## src/rtl/eeg_epoch_loader_if.sv

```systemverilog
// eeg_epoch_loader_if: SoC control, ADC ingest, CIM write port and core handshake bundle
interface eeg_epoch_loader_if #(
   parameter int ADC_W  = 16,
   parameter int DATA_W = 22,
   parameter int ADDR_W = 16
);
   logic              start_eeg_load;
   logic              new_eeg_data;
   logic [ADC_W-1:0]  eeg;
   logic              new_sleep_epoch;
   logic              mem_wr_en;
   logic [ADDR_W-1:0] mem_wr_addr;
   logic [DATA_W-1:0] mem_wr_data;
   logic              mem_wr_ready;
   logic              start_inference;
   logic              core_inference_complete;
   logic [2:0]        core_sleep_stage;
   logic              inference_complete;
   logic [2:0]        inferred_sleep_stage;
   logic              busy;
   logic              overflow;
   logic              short_epoch;

   modport master (
      output start_eeg_load, new_eeg_data, eeg, new_sleep_epoch, mem_wr_ready,
             core_inference_complete, core_sleep_stage,
      input  mem_wr_en, mem_wr_addr, mem_wr_data, start_inference, inference_complete,
             inferred_sleep_stage, busy, overflow, short_epoch
   );

   modport slave (
      input  start_eeg_load, new_eeg_data, eeg, new_sleep_epoch, mem_wr_ready,
             core_inference_complete, core_sleep_stage,
      output mem_wr_en, mem_wr_addr, mem_wr_data, start_inference, inference_complete,
             inferred_sleep_stage, busy, overflow, short_epoch
   );
endinterface

```

## src/rtl/eeg_epoch_loader.sv

```systemverilog
// eeg_epoch_loader: buffers interleaved EEG samples, writes them channel-major to CIM memory, launches inference
module eeg_epoch_loader #(
   parameter int NUM_CHANNELS      = 1,
   parameter int SAMPLES_PER_EPOCH = 3000,
   parameter int ADC_W             = 16,
   parameter int DATA_W            = 22,
   parameter int SHIFT             = 0,
   parameter int OFFSET_BINARY     = 1,
   parameter int FIFO_DEPTH        = 8,
   parameter int ADDR_W            = 16,
   parameter logic [ADDR_W-1:0] BASE_ADDR = '0
) (
   input logic clk,
   input logic rst_n,
   eeg_epoch_loader_if.slave bus
);
   localparam int TOTAL = NUM_CHANNELS * SAMPLES_PER_EPOCH;
   localparam int CNT_W = $clog2(TOTAL + 1);
   localparam int PTR_W = $clog2(FIFO_DEPTH);
   localparam int CH_W  = NUM_CHANNELS > 1 ? $clog2(NUM_CHANNELS) : 1;
   localparam logic OB  = (OFFSET_BINARY != 0);
   localparam logic [1:0] IDLE = 2'd0, LOAD = 2'd1, LAUNCH = 2'd2, INFER = 2'd3;

   logic [1:0]        state;
   logic [DATA_W-1:0] fifo [FIFO_DEPTH];
   logic [PTR_W-1:0]  wp, rp;
   logic [PTR_W:0]    count;
   logic [CNT_W-1:0]  acc_cnt, wr_cnt;
   logic [CH_W-1:0]   ch;
   logic [ADDR_W-1:0] ch_off, idx;
   logic [ADC_W-1:0]  adc_tc;
   logic [DATA_W-1:0] conv;
   logic nonempty, full, pop, last_wr, abort, flush, push_req, push, done, ch_last;

   assign nonempty = count != '0;
   assign full     = count == (PTR_W+1)'(FIFO_DEPTH);
   assign pop      = nonempty && bus.mem_wr_ready;
   assign last_wr  = state == LOAD && pop && wr_cnt == CNT_W'(TOTAL - 1);
   // the final write completing wins over a coincident epoch boundary
   assign abort    = state == LOAD && bus.new_sleep_epoch && !bus.start_eeg_load && !last_wr;
   assign flush    = bus.start_eeg_load || abort;
   assign push_req = state == LOAD && bus.new_eeg_data && acc_cnt < CNT_W'(TOTAL) && !flush;
   assign push     = push_req && (!full || pop);
   assign done     = state == INFER && bus.core_inference_complete && !bus.start_eeg_load;
   assign ch_last  = ch == CH_W'(NUM_CHANNELS - 1);
   assign adc_tc   = {bus.eeg[ADC_W-1] ^ OB, bus.eeg[ADC_W-2:0]};
   assign conv     = DATA_W'($signed(adc_tc)) << SHIFT;

   assign bus.mem_wr_en       = nonempty;
   assign bus.mem_wr_data     = nonempty ? fifo[rp] : '0;
   assign bus.mem_wr_addr     = nonempty ? BASE_ADDR + ch_off + idx : '0;
   assign bus.start_inference = state == LAUNCH;
   assign bus.busy            = state != IDLE;

   // control FSM: restart from any state, abort on early epoch boundary
   always_ff @(posedge clk or negedge rst_n)
      if (!rst_n) state <= IDLE;
      else state <= bus.start_eeg_load ? LOAD :
                    state == LOAD   ? (last_wr ? LAUNCH : abort ? IDLE : LOAD) :
                    state == LAUNCH ? INFER :
                    done            ? IDLE : state;

   // FIFO storage holds already-converted samples
   always_ff @(posedge clk)
      if (push) fifo[wp] <= conv;

   // FIFO pointers and occupancy
   always_ff @(posedge clk or negedge rst_n)
      if (!rst_n) begin
         wp    <= '0;
         rp    <= '0;
         count <= '0;
      end else if (flush) begin
         wp    <= '0;
         rp    <= '0;
         count <= '0;
      end else begin
         if (push) wp <= wp + PTR_W'(1);
         if (pop) rp <= rp + PTR_W'(1);
         count <= count + (PTR_W+1)'(push) - (PTR_W+1)'(pop);
      end

   // accepted-sample count and channel-major write address walk
   always_ff @(posedge clk or negedge rst_n)
      if (!rst_n) begin
         acc_cnt <= '0;
         wr_cnt  <= '0;
         ch      <= '0;
         ch_off  <= '0;
         idx     <= '0;
      end else if (flush) begin
         acc_cnt <= '0;
         wr_cnt  <= '0;
         ch      <= '0;
         ch_off  <= '0;
         idx     <= '0;
      end else begin
         if (push) acc_cnt <= acc_cnt + CNT_W'(1);
         if (pop) begin
            wr_cnt <= wr_cnt + CNT_W'(1);
            ch     <= ch_last ? '0 : ch + CH_W'(1);
            ch_off <= ch_last ? '0 : ch_off + ADDR_W'(SAMPLES_PER_EPOCH);
            idx    <= ch_last ? idx + ADDR_W'(1) : idx;
         end
      end

   // sticky error flags, completion pulse and latched sleep stage
   always_ff @(posedge clk or negedge rst_n)
      if (!rst_n) begin
         bus.overflow             <= 1'b0;
         bus.short_epoch          <= 1'b0;
         bus.inference_complete   <= 1'b0;
         bus.inferred_sleep_stage <= 3'd0;
      end else begin
         bus.overflow           <= !bus.start_eeg_load && (bus.overflow || (push_req && full && !pop));
         bus.short_epoch        <= !bus.start_eeg_load && (bus.short_epoch || abort);
         bus.inference_complete <= done;
         if (done) bus.inferred_sleep_stage <= bus.core_sleep_stage;
      end
endmodule

```

## src/flat_wrapper.sv

```systemverilog
// flat-port wrapper written by rule: the top's interface ports become plain ports
module eeg_epoch_loader_flat 
#(
   parameter int NUM_CHANNELS      = 1,
   parameter int SAMPLES_PER_EPOCH = 3000,
   parameter int ADC_W             = 16,
   parameter int DATA_W            = 22,
   parameter int SHIFT             = 0,
   parameter int OFFSET_BINARY     = 1,
   parameter int FIFO_DEPTH        = 8,
   parameter int ADDR_W            = 16,
   parameter logic [ADDR_W-1:0] BASE_ADDR = '0
)
  (clk, rst_n, bus_start_eeg_load, bus_new_eeg_data, bus_eeg, bus_new_sleep_epoch, bus_mem_wr_ready, bus_core_inference_complete, bus_core_sleep_stage, bus_mem_wr_en, bus_mem_wr_addr, bus_mem_wr_data, bus_start_inference, bus_inference_complete, bus_inferred_sleep_stage, bus_busy, bus_overflow, bus_short_epoch);
  eeg_epoch_loader_if #(.ADC_W(ADC_W), .DATA_W(DATA_W), .ADDR_W(ADDR_W)) bus_i ();
  input logic clk;
  input logic rst_n;
  input wire logic [$bits(bus_i.start_eeg_load)-1:0] bus_start_eeg_load;
  input wire logic [$bits(bus_i.new_eeg_data)-1:0] bus_new_eeg_data;
  input wire logic [$bits(bus_i.eeg)-1:0] bus_eeg;
  input wire logic [$bits(bus_i.new_sleep_epoch)-1:0] bus_new_sleep_epoch;
  input wire logic [$bits(bus_i.mem_wr_ready)-1:0] bus_mem_wr_ready;
  input wire logic [$bits(bus_i.core_inference_complete)-1:0] bus_core_inference_complete;
  input wire logic [$bits(bus_i.core_sleep_stage)-1:0] bus_core_sleep_stage;
  output wire logic [$bits(bus_i.mem_wr_en)-1:0] bus_mem_wr_en;
  output wire logic [$bits(bus_i.mem_wr_addr)-1:0] bus_mem_wr_addr;
  output wire logic [$bits(bus_i.mem_wr_data)-1:0] bus_mem_wr_data;
  output wire logic [$bits(bus_i.start_inference)-1:0] bus_start_inference;
  output wire logic [$bits(bus_i.inference_complete)-1:0] bus_inference_complete;
  output wire logic [$bits(bus_i.inferred_sleep_stage)-1:0] bus_inferred_sleep_stage;
  output wire logic [$bits(bus_i.busy)-1:0] bus_busy;
  output wire logic [$bits(bus_i.overflow)-1:0] bus_overflow;
  output wire logic [$bits(bus_i.short_epoch)-1:0] bus_short_epoch;
  assign bus_i.start_eeg_load = bus_start_eeg_load;
  assign bus_i.new_eeg_data = bus_new_eeg_data;
  assign bus_i.eeg = bus_eeg;
  assign bus_i.new_sleep_epoch = bus_new_sleep_epoch;
  assign bus_i.mem_wr_ready = bus_mem_wr_ready;
  assign bus_i.core_inference_complete = bus_core_inference_complete;
  assign bus_i.core_sleep_stage = bus_core_sleep_stage;
  assign bus_mem_wr_en = bus_i.mem_wr_en;
  assign bus_mem_wr_addr = bus_i.mem_wr_addr;
  assign bus_mem_wr_data = bus_i.mem_wr_data;
  assign bus_start_inference = bus_i.start_inference;
  assign bus_inference_complete = bus_i.inference_complete;
  assign bus_inferred_sleep_stage = bus_i.inferred_sleep_stage;
  assign bus_busy = bus_i.busy;
  assign bus_overflow = bus_i.overflow;
  assign bus_short_epoch = bus_i.short_epoch;
  eeg_epoch_loader #(.NUM_CHANNELS(NUM_CHANNELS), .SAMPLES_PER_EPOCH(SAMPLES_PER_EPOCH), .ADC_W(ADC_W), .DATA_W(DATA_W), .SHIFT(SHIFT), .OFFSET_BINARY(OFFSET_BINARY), .FIFO_DEPTH(FIFO_DEPTH), .ADDR_W(ADDR_W), .BASE_ADDR(BASE_ADDR)) u_core (.clk(clk), .rst_n(rst_n), .bus(bus_i));
endmodule
```

## config.mk

```make
export PLATFORM = sky130hd
export DESIGN_NAME = eeg_epoch_loader_flat
export DESIGN_NICKNAME = d
export VERILOG_FILES = /design/src/rtl/eeg_epoch_loader_if.sv /design/src/rtl/eeg_epoch_loader.sv /design/src/flat_wrapper.sv
export SDC_FILE = /design/constraint.sdc
export NUM_CORES = 1
export LEC_CHECK = 0
export BUFFER_PORTS_ARGS = -buffer_cell sky130_fd_sc_hd__buf_2
export CAP_MARGIN = 20
export CORE_ASPECT_RATIO = 1.25
export CORE_MARGIN = 4
export CORE_UTILIZATION = 35
export DETAILED_ROUTE_END_ITERATION = 6
export SYNTH_ARGS = -nofsm -noshare
export SYNTH_HDL_FRONTEND = slang
export SYNTH_SLANG_ARGS = --single-unit
```

## constraint.sdc

```tcl
create_clock -name clk -period 6.92 [get_ports clk]
set_input_delay 1.384 -clock clk [delete_from_list [all_inputs] [get_ports clk]]
set_output_delay 1.384 -clock clk [all_outputs]
set_load 0.005 [all_outputs]
```

# Word-level counts from Yosys, hierarchy flattened
# Memories as Yosys holds them, arrays and structs flattened.
# Index checks and enable logic that the tools add are counted.
[op_classes] eq_ne=6 mux=28 reduce_logical=31 add_sub_neg=10 n_lt_le_gt_ge=1 n_bitwise=1
[ops] cell="$mux W16" count=7
[ops] cell="$mux W12" count=4
[ops] cell="$add A12 B1 Y12 const B" count=2
[ops] cell="$mux W22" count=1
[ops] cell="$add A16 B1 Y16 const B" count=1
[ops] cell="$add A16 B12 Y16 const B" count=1
[ops] cell="$add A16 B16 Y16" count=1
[ops] cell="$logic_and A1 B1 Y1" count=16
[ops] cell="$eq A12 B12 Y1 const B" count=1
[ops] cell="$lt A12 B12 Y1 const B" count=1
[ops] cell="$mux W3" count=4
[ops] cell="$mux W2" count=5
[ops] cell="$reduce_bool A4 Y1" count=2
[ops] cell="$add A3 B1 Y3 const B" count=2
[ops] cell="$mux W1" count=6
[ops] cell="$reduce_bool A2 Y1" count=3
[ops] cell="$logic_not A1 Y1" count=5
[ops] cell="$add A4 B1 Y4" count=1
[ops] cell="$eq A2 B2 Y1 const B" count=2
[ops] cell="$eq A4 B4 Y1 const B" count=1
[ops] cell="$logic_or A1 B1 Y1" count=4
[ops] cell="$mux W4" count=1
[ops] cell="$sub A4 B1 Y4" count=1
[ops] cell="$eq A2 B1 Y1 const B" count=1
[ops] cell="other kinds (4)" count=4
[word_totals] inputBits=26 out_inout_bits=47 ff_bits=75 memories=1 word_cells=91 ram_bits=176
[memory_table] name="u_core.fifo" depth=8 word_bits=22 rd=1 rd_ports_with_merged_regs=0 write_ports=1 line_no="eeg_epoch_loader.sv:25" text="logic [DATA_W-1:0] fifo [FIFO_DEPTH];"

# Depth between registers and ports, before layout
[depth] depth_word=13 depth_mapped=14

# Worst setup path after synthesis
# Ideal clock, no wire load.
[synth_timing] kind="input to register" startpoint="in bus_mem_wr_ready" endpoint="mem u_core.fifo[4][0] (enable)" path_buffers=0 cell_stages=5 required_ns=6.489 arrival_time_ns=3.974 path_slack_ns=2.515 setup_ns=0.431 cell_sequence="inv_1 -> o2111a_1 -> or3_1 -> nor3_4 -> nor4bb_1"
[synth_between] elab_chain_len=11 elab_cells_between_ends=12 cone_classes="mux: 2; reduce/logical: 10"
[synth_rtl] element="from (decl)" line_no="flat_wrapper.sv:22" text="input wire logic [$bits(bus_i.mem_wr_ready)-1:0] bus_mem_wr_ready;"
[synth_rtl] element="$logic_and A1 B1 Y1 *" line_no="eeg_epoch_loader.sv:37" text="assign pop = nonempty && bus.mem_wr_ready;"
[synth_rtl] element="$logic_and A1 B1 Y1 (2 in series)" line_no="eeg_epoch_loader.sv:38" text="assign last_wr = state == LOAD && pop && wr_cnt == CNT_W'(TOTAL - 1);"
[synth_rtl] element="$logic_not A1 Y1" line_no="eeg_epoch_loader.sv:40" text="assign abort = state == LOAD && bus.new_sleep_epoch && !bus.start_eeg_load && !last_wr;"
[synth_rtl] element="$logic_and A1 B1 Y1" line_no="eeg_epoch_loader.sv:40"
[synth_rtl] element="$logic_or A1 B1 Y1" line_no="eeg_epoch_loader.sv:41" text="assign flush = bus.start_eeg_load || abort;"
[synth_rtl] element="$logic_not A1 Y1" line_no="eeg_epoch_loader.sv:42" text="assign push_req = state == LOAD && bus.new_eeg_data && acc_cnt < CNT_W'(TOTAL) && !flush;"
[synth_rtl] element="$logic_and A1 B1 Y1" line_no="eeg_epoch_loader.sv:42"
[synth_rtl] element="$logic_and A1 B1 Y1 *" line_no="eeg_epoch_loader.sv:43" text="assign push = push_req && (!full || pop);"
[synth_rtl] element="$mux W1 *" line_no="eeg_epoch_loader.sv:65" text="if (push) fifo[wp] <= conv;"
[synth_rtl] element="$mux W1 (implied by the code) *" line_no="eeg_epoch_loader.sv:65"
[synth_rtl] element="to (decl)" line_no="eeg_epoch_loader.sv:25"
# Every way passes the cells marked *; elsewhere a longest branch is shown, timed or not.

# Worst setup path in the final report
[layout_timing] startpoint="reg u_core.rp[0]" endpoint="out bus_mem_wr_data[4]"
[layout_between] elab_chain_len=2
[layout_rtl] element="from (decl)" line_no="eeg_epoch_loader.sv:26" text="logic [PTR_W-1:0] wp, rp;"
[layout_rtl] element="from (signal assigned)" line_no="eeg_epoch_loader.sv:79" text="if (pop) rp <= rp + PTR_W'(1);"
[layout_rtl] element="$mem_v2 Z8 W22"
[layout_rtl] element="$mux W22" line_no="eeg_epoch_loader.sv:50" text="assign bus.mem_wr_data = nonempty ? fifo[rp] : '0;"
[layout_rtl] element="to (decl)" line_no="flat_wrapper.sv:27" text="output wire logic [$bits(bus_i.mem_wr_data)-1:0] bus_mem_wr_data;"
# No other way between the ends.

==> flow_summary_export.csv <==
group,metric,value,unit
grt,met1_usage,16.6,%
die,die_x,144,um
timing,setup_viol,0,
detailed_routing,post_drt_via_cell_ratio,4.94,
timing,fin_tns_setup,0,ns
timing,finalMaxSlewViolations,0,
min_path,whs_endpoint,"u_core.bus.inferred_sleep_stage[2]",
power,p_per_area,292,nW/um^2
setup_path,crit_chain,"buf_4, mux4_2, mux2i_1, nor2_1, buf_2",
clock_tree,cts_hold_buf,0,
detailed_routing,antenna_left,0,
grt,use_met3,3.40,%
layout,layout.area.seq,5300,sq um
grt,busiest_layer,"met2",
synthesis,ys_async_sr_fraction,31.2,%
grt,antenna_found_initial,1,
synthesis,syn_nets,575,
synthesis,synth_edf_count,128,
synthesis,syn_avg_cell_area,15.0,sq um
timing,finalCriticalPeriod,3.81,ns
timing,timing.fmax,0.262,GHz
power,p_comb_share,20.0,%
min_path,hold_path_class,"reg -> reg",
synthesis,synth_area,8040,sq um
die,core-area,22400,sq um
clock_tree,post-cts-setup-buffer-count,0,
setup_path,critPathRequiredTime,5.54,ns
clock_tree,root_buffer,"clkbuf_16",
synthesis,synth_area_leaders,"edfxtp_1 48%, dfrtp_1 18%, mux4_2 9.0%",
grt,grt_max_degree,59,
setup_path,critPathMaxStageDelay,0.58,ns
layout,diodes,0,
power,clkPwrFrac,33.8,%
timing,hold_viol,0,
power,internal-power,1.92,mW
synthesis,synth_largest_area_cell,"edfxtp_1",
detailed_routing,first_pass_iters,4,
power,p_seq_share,46.2,%
power,vdd_drop_max,0.000217,V
setup_path,arrival,2.43,ns
setup_path,r2r_cells,13,
power,swShare,28.6,%
clock_tree,cts_tree,"yes",
die,num_rows,61,
clock_tree,cts_buffers,17,
layout,area_growth,14.2,%
setup_path,critPathBufInv,2,
setup_path,r2r-end,"u_core.count[2]",
placement,place_congestion,0.792,
setup_path,rr_startpoint,"u_core.count[2]",
grt,grt_pass1_wl,24900,um
detailed_routing,totalWireLength,15300,um
clock_tree,clock_latency,0.42,ns
outcome,status,"complete, no violations",
detailed_routing,via_count,4441,
detailed_routing,drc,0,
timing,relSlewSlack,25.3,%
power,p_sw,767,uW
grt,grt_use_total,12.6,%
die,ios,73,
timing,worst_pin_slew,1.12,ns
detailed_routing,wl_per_cell,17.0,um
clock_tree,htree_num_levels,4,
min_path,holdPathStages,2,
setup_path,cp-start-kind,"register",
placement,port_buffers,72,
detailed_routing,dr.first_iter.drc_count,199,
timing,finalWorstSetupSlack,3.11,ns
setup_path,crit_path_end_kind,"output port",
die,die_y,177,um
clock_tree,cts_sinks,186,
timing,finClkSkew,0.0100,ns
grt,use_met2,21.0,%
placement,post-place-ws,2.83,ns
layout,multi_input_area,2520,sq um
synthesis,ys_warn_count,0,
placement,hpwlAfterDp,9840,um
grt,grt_overflow,0,
power,p_leak,3.39,nW
synthesis,ys_seq_area_share,65.8,%
setup_path,crit_type,"reg -> out",
min_path,hold_start,"u_core.bus.inferred_sleep_stage[2]",
grt,grt_pass1_vias,4719,
timing,rsz0062_at_grt,"false",
synthesis,synth_top_area_share,47.8,%
clock_tree,clk_pin_slew,0.07,ns
flow_run,cap_violations,0,
synthesis,synth_top_flop_cell,"edfxtp_1",
die,start_util,35.8,%
synthesis,synth_seq_cells,186,
setup_path,slowest_stage,"mux4_2",
clock_tree,cts.repair.resized,0,
layout,nNetsFinal,642,
clock_tree,clk_path_buf_depth,2,
setup_path,crit_family,"multiplexers",
layout,fillers,2079,
layout,drive_gt1_share,25.2,%
synthesis,synth_cells,537,
setup_path,critPathMaxFanout,32,
setup_path,ff2ff_setup_slack,3.65,ns
timing,min_period_over_period,55.1,%
die,dieArea,25500,sq um
synthesis,synth_cell_types,45,
==> cell type report <==
| class | count | share of cell area (%) |
|---|---|---|
| Sequential cell | 186 | 57.7 |
| Inverter | 18 | 0.735 |
| Multi-Input combinational cell | 305 | 27.5 |
| Clock inverter | 13 | 1.32 |
| Timing Repair Buffer | 76 | 4.29 |
| Tap cell | 283 | 3.85 |
| Clock buffer | 18 | 4.67 |
==> power by group through the flow <==
stage	clock [mW]	sequential (mW)	combinational (mW)
floorplan	0	1.25	0.383
global placement	0	1.26	0.534
detailed placement	0	1.26	0.549
CTS	0.928	1.24	0.551
global route	0.981	1.24	0.605
finish	0.908	1.24	0.536
==> synth_stat cells, types with 2 or more instances <==
cell,instances
edfxtp_1,128
nor2_1,68
dfrtp_1,58
mux4_2,32
nand2_1,32
xnor2_1,21
and2_1,19
nand3_1,19
xor2_1,19
inv_1,18
mux2i_1,18
clkbuf_1,12
ha_1,11
nor4_1,7
a21oi_2,6
and3_1,6
buf_4,6
buf_6,6
nand4_1,6
a21oi_1,4
and4_1,4
nor3_1,4
a21o_1,3
and4b_1,3
buf_2,3
nor4b_1,3
nor2b_1,2
nor3b_1,2
==> routing by layer <==
metal	vias up	part of all wire, %	routed length, um
met2	96	51	7720
li1	2095	-	-
met1	2240	45	6790
met4	2	0.43	65
met3	8	4.3	658
met5	-	0.085	13
==> per-stage QoR <==
stage                     hold slack [ns]  area, sq um  power, mW  utilization [%]  instances
after floorplan                     0.470         8040       1.63                -        537
after global placement              0.460         8620       1.79             38.4        867
after detailed placement            0.464         8640       1.81             38.5        868
after CTS                           0.487         9190       2.72             40.9        899
after global routing                0.527         9190       2.83             40.9        899
final                               0.481         9190       2.68             40.9        899
==> state kept, by name, summed over array words and instances (netlist names) <==
register	count
u_core.count	4
u_core.bus.inferred_sleep_stage	3
u_core.rp	3
u_core.wp	3
u_core.wr_cnt	12
u_core.bus.overflow	1
u_core.acc_cnt	12
u_core.bus.short_epoch	1
u_core.idx	16
u_core.bus.inference_complete	1
u_core.fifo	128
u_core.state	2
==> kinds of logic after synthesis <==
family / share of synthesized area [%]
AO/OA/AOI/OAI: 1.59
XOR/XNOR: 4.36
adder cells (fa/ha/maj): 1.96
buffers and inverters: 3.03
flip-flops: 65.8
multiplexers: 11.2
AND/OR/NAND/NOR: 12.0
==> how the worst max path moves through the flow <==
stage / endpoint / start / slack (ns) / cells after the start
after detailed placement: u_core.fifo[3][9] / bus_mem_wr_ready / 2.83 / 6
after floorplan: u_core.fifo[4][0] / bus_mem_wr_ready / 2.52 / 5
final: bus_mem_wr_data[4] / u_core.rp[0] / 3.11 / 5
after global placement: u_core.fifo[4][9] / bus_mem_wr_ready / 2.79 / 6
after CTS: bus_mem_wr_data[4] / u_core.rp[0] / 3.04 / 5
after global routing: bus_mem_wr_data[5] / u_core.rp[0] / 2.88 / 5
==> placed cells by master (no fill, tap or decap), types with 19 or more instances in the layout <==
| cell type | netlist | routed |
|---|---|---|
| xor2_1 | 19 | 19 |
| nand3_1 | 19 | 19 |
| dfrtp_1 | 58 | 56 |
| and2_1 | 19 | 19 |
| xnor2_1 | 21 | 21 |
| mux4_2 | 32 | 32 |
| nand2_1 | 32 | 32 |
| nor2_1 | 68 | 68 |
| buf_2 | 3 | 72 |
| edfxtp_1 | 128 | 128 |
==> worst reg2reg max path, delay by kind of cell (launching register included) <==
kind,cells,cell delay [ns]
and+or+nand+nor,3,0.45
DFF,1,0.37
adders and majority gates,4,1.13
xor gates and xnor gates,1,0.16
buffers and inverters,5,1.01
Power figures use the tool's default switching activity.
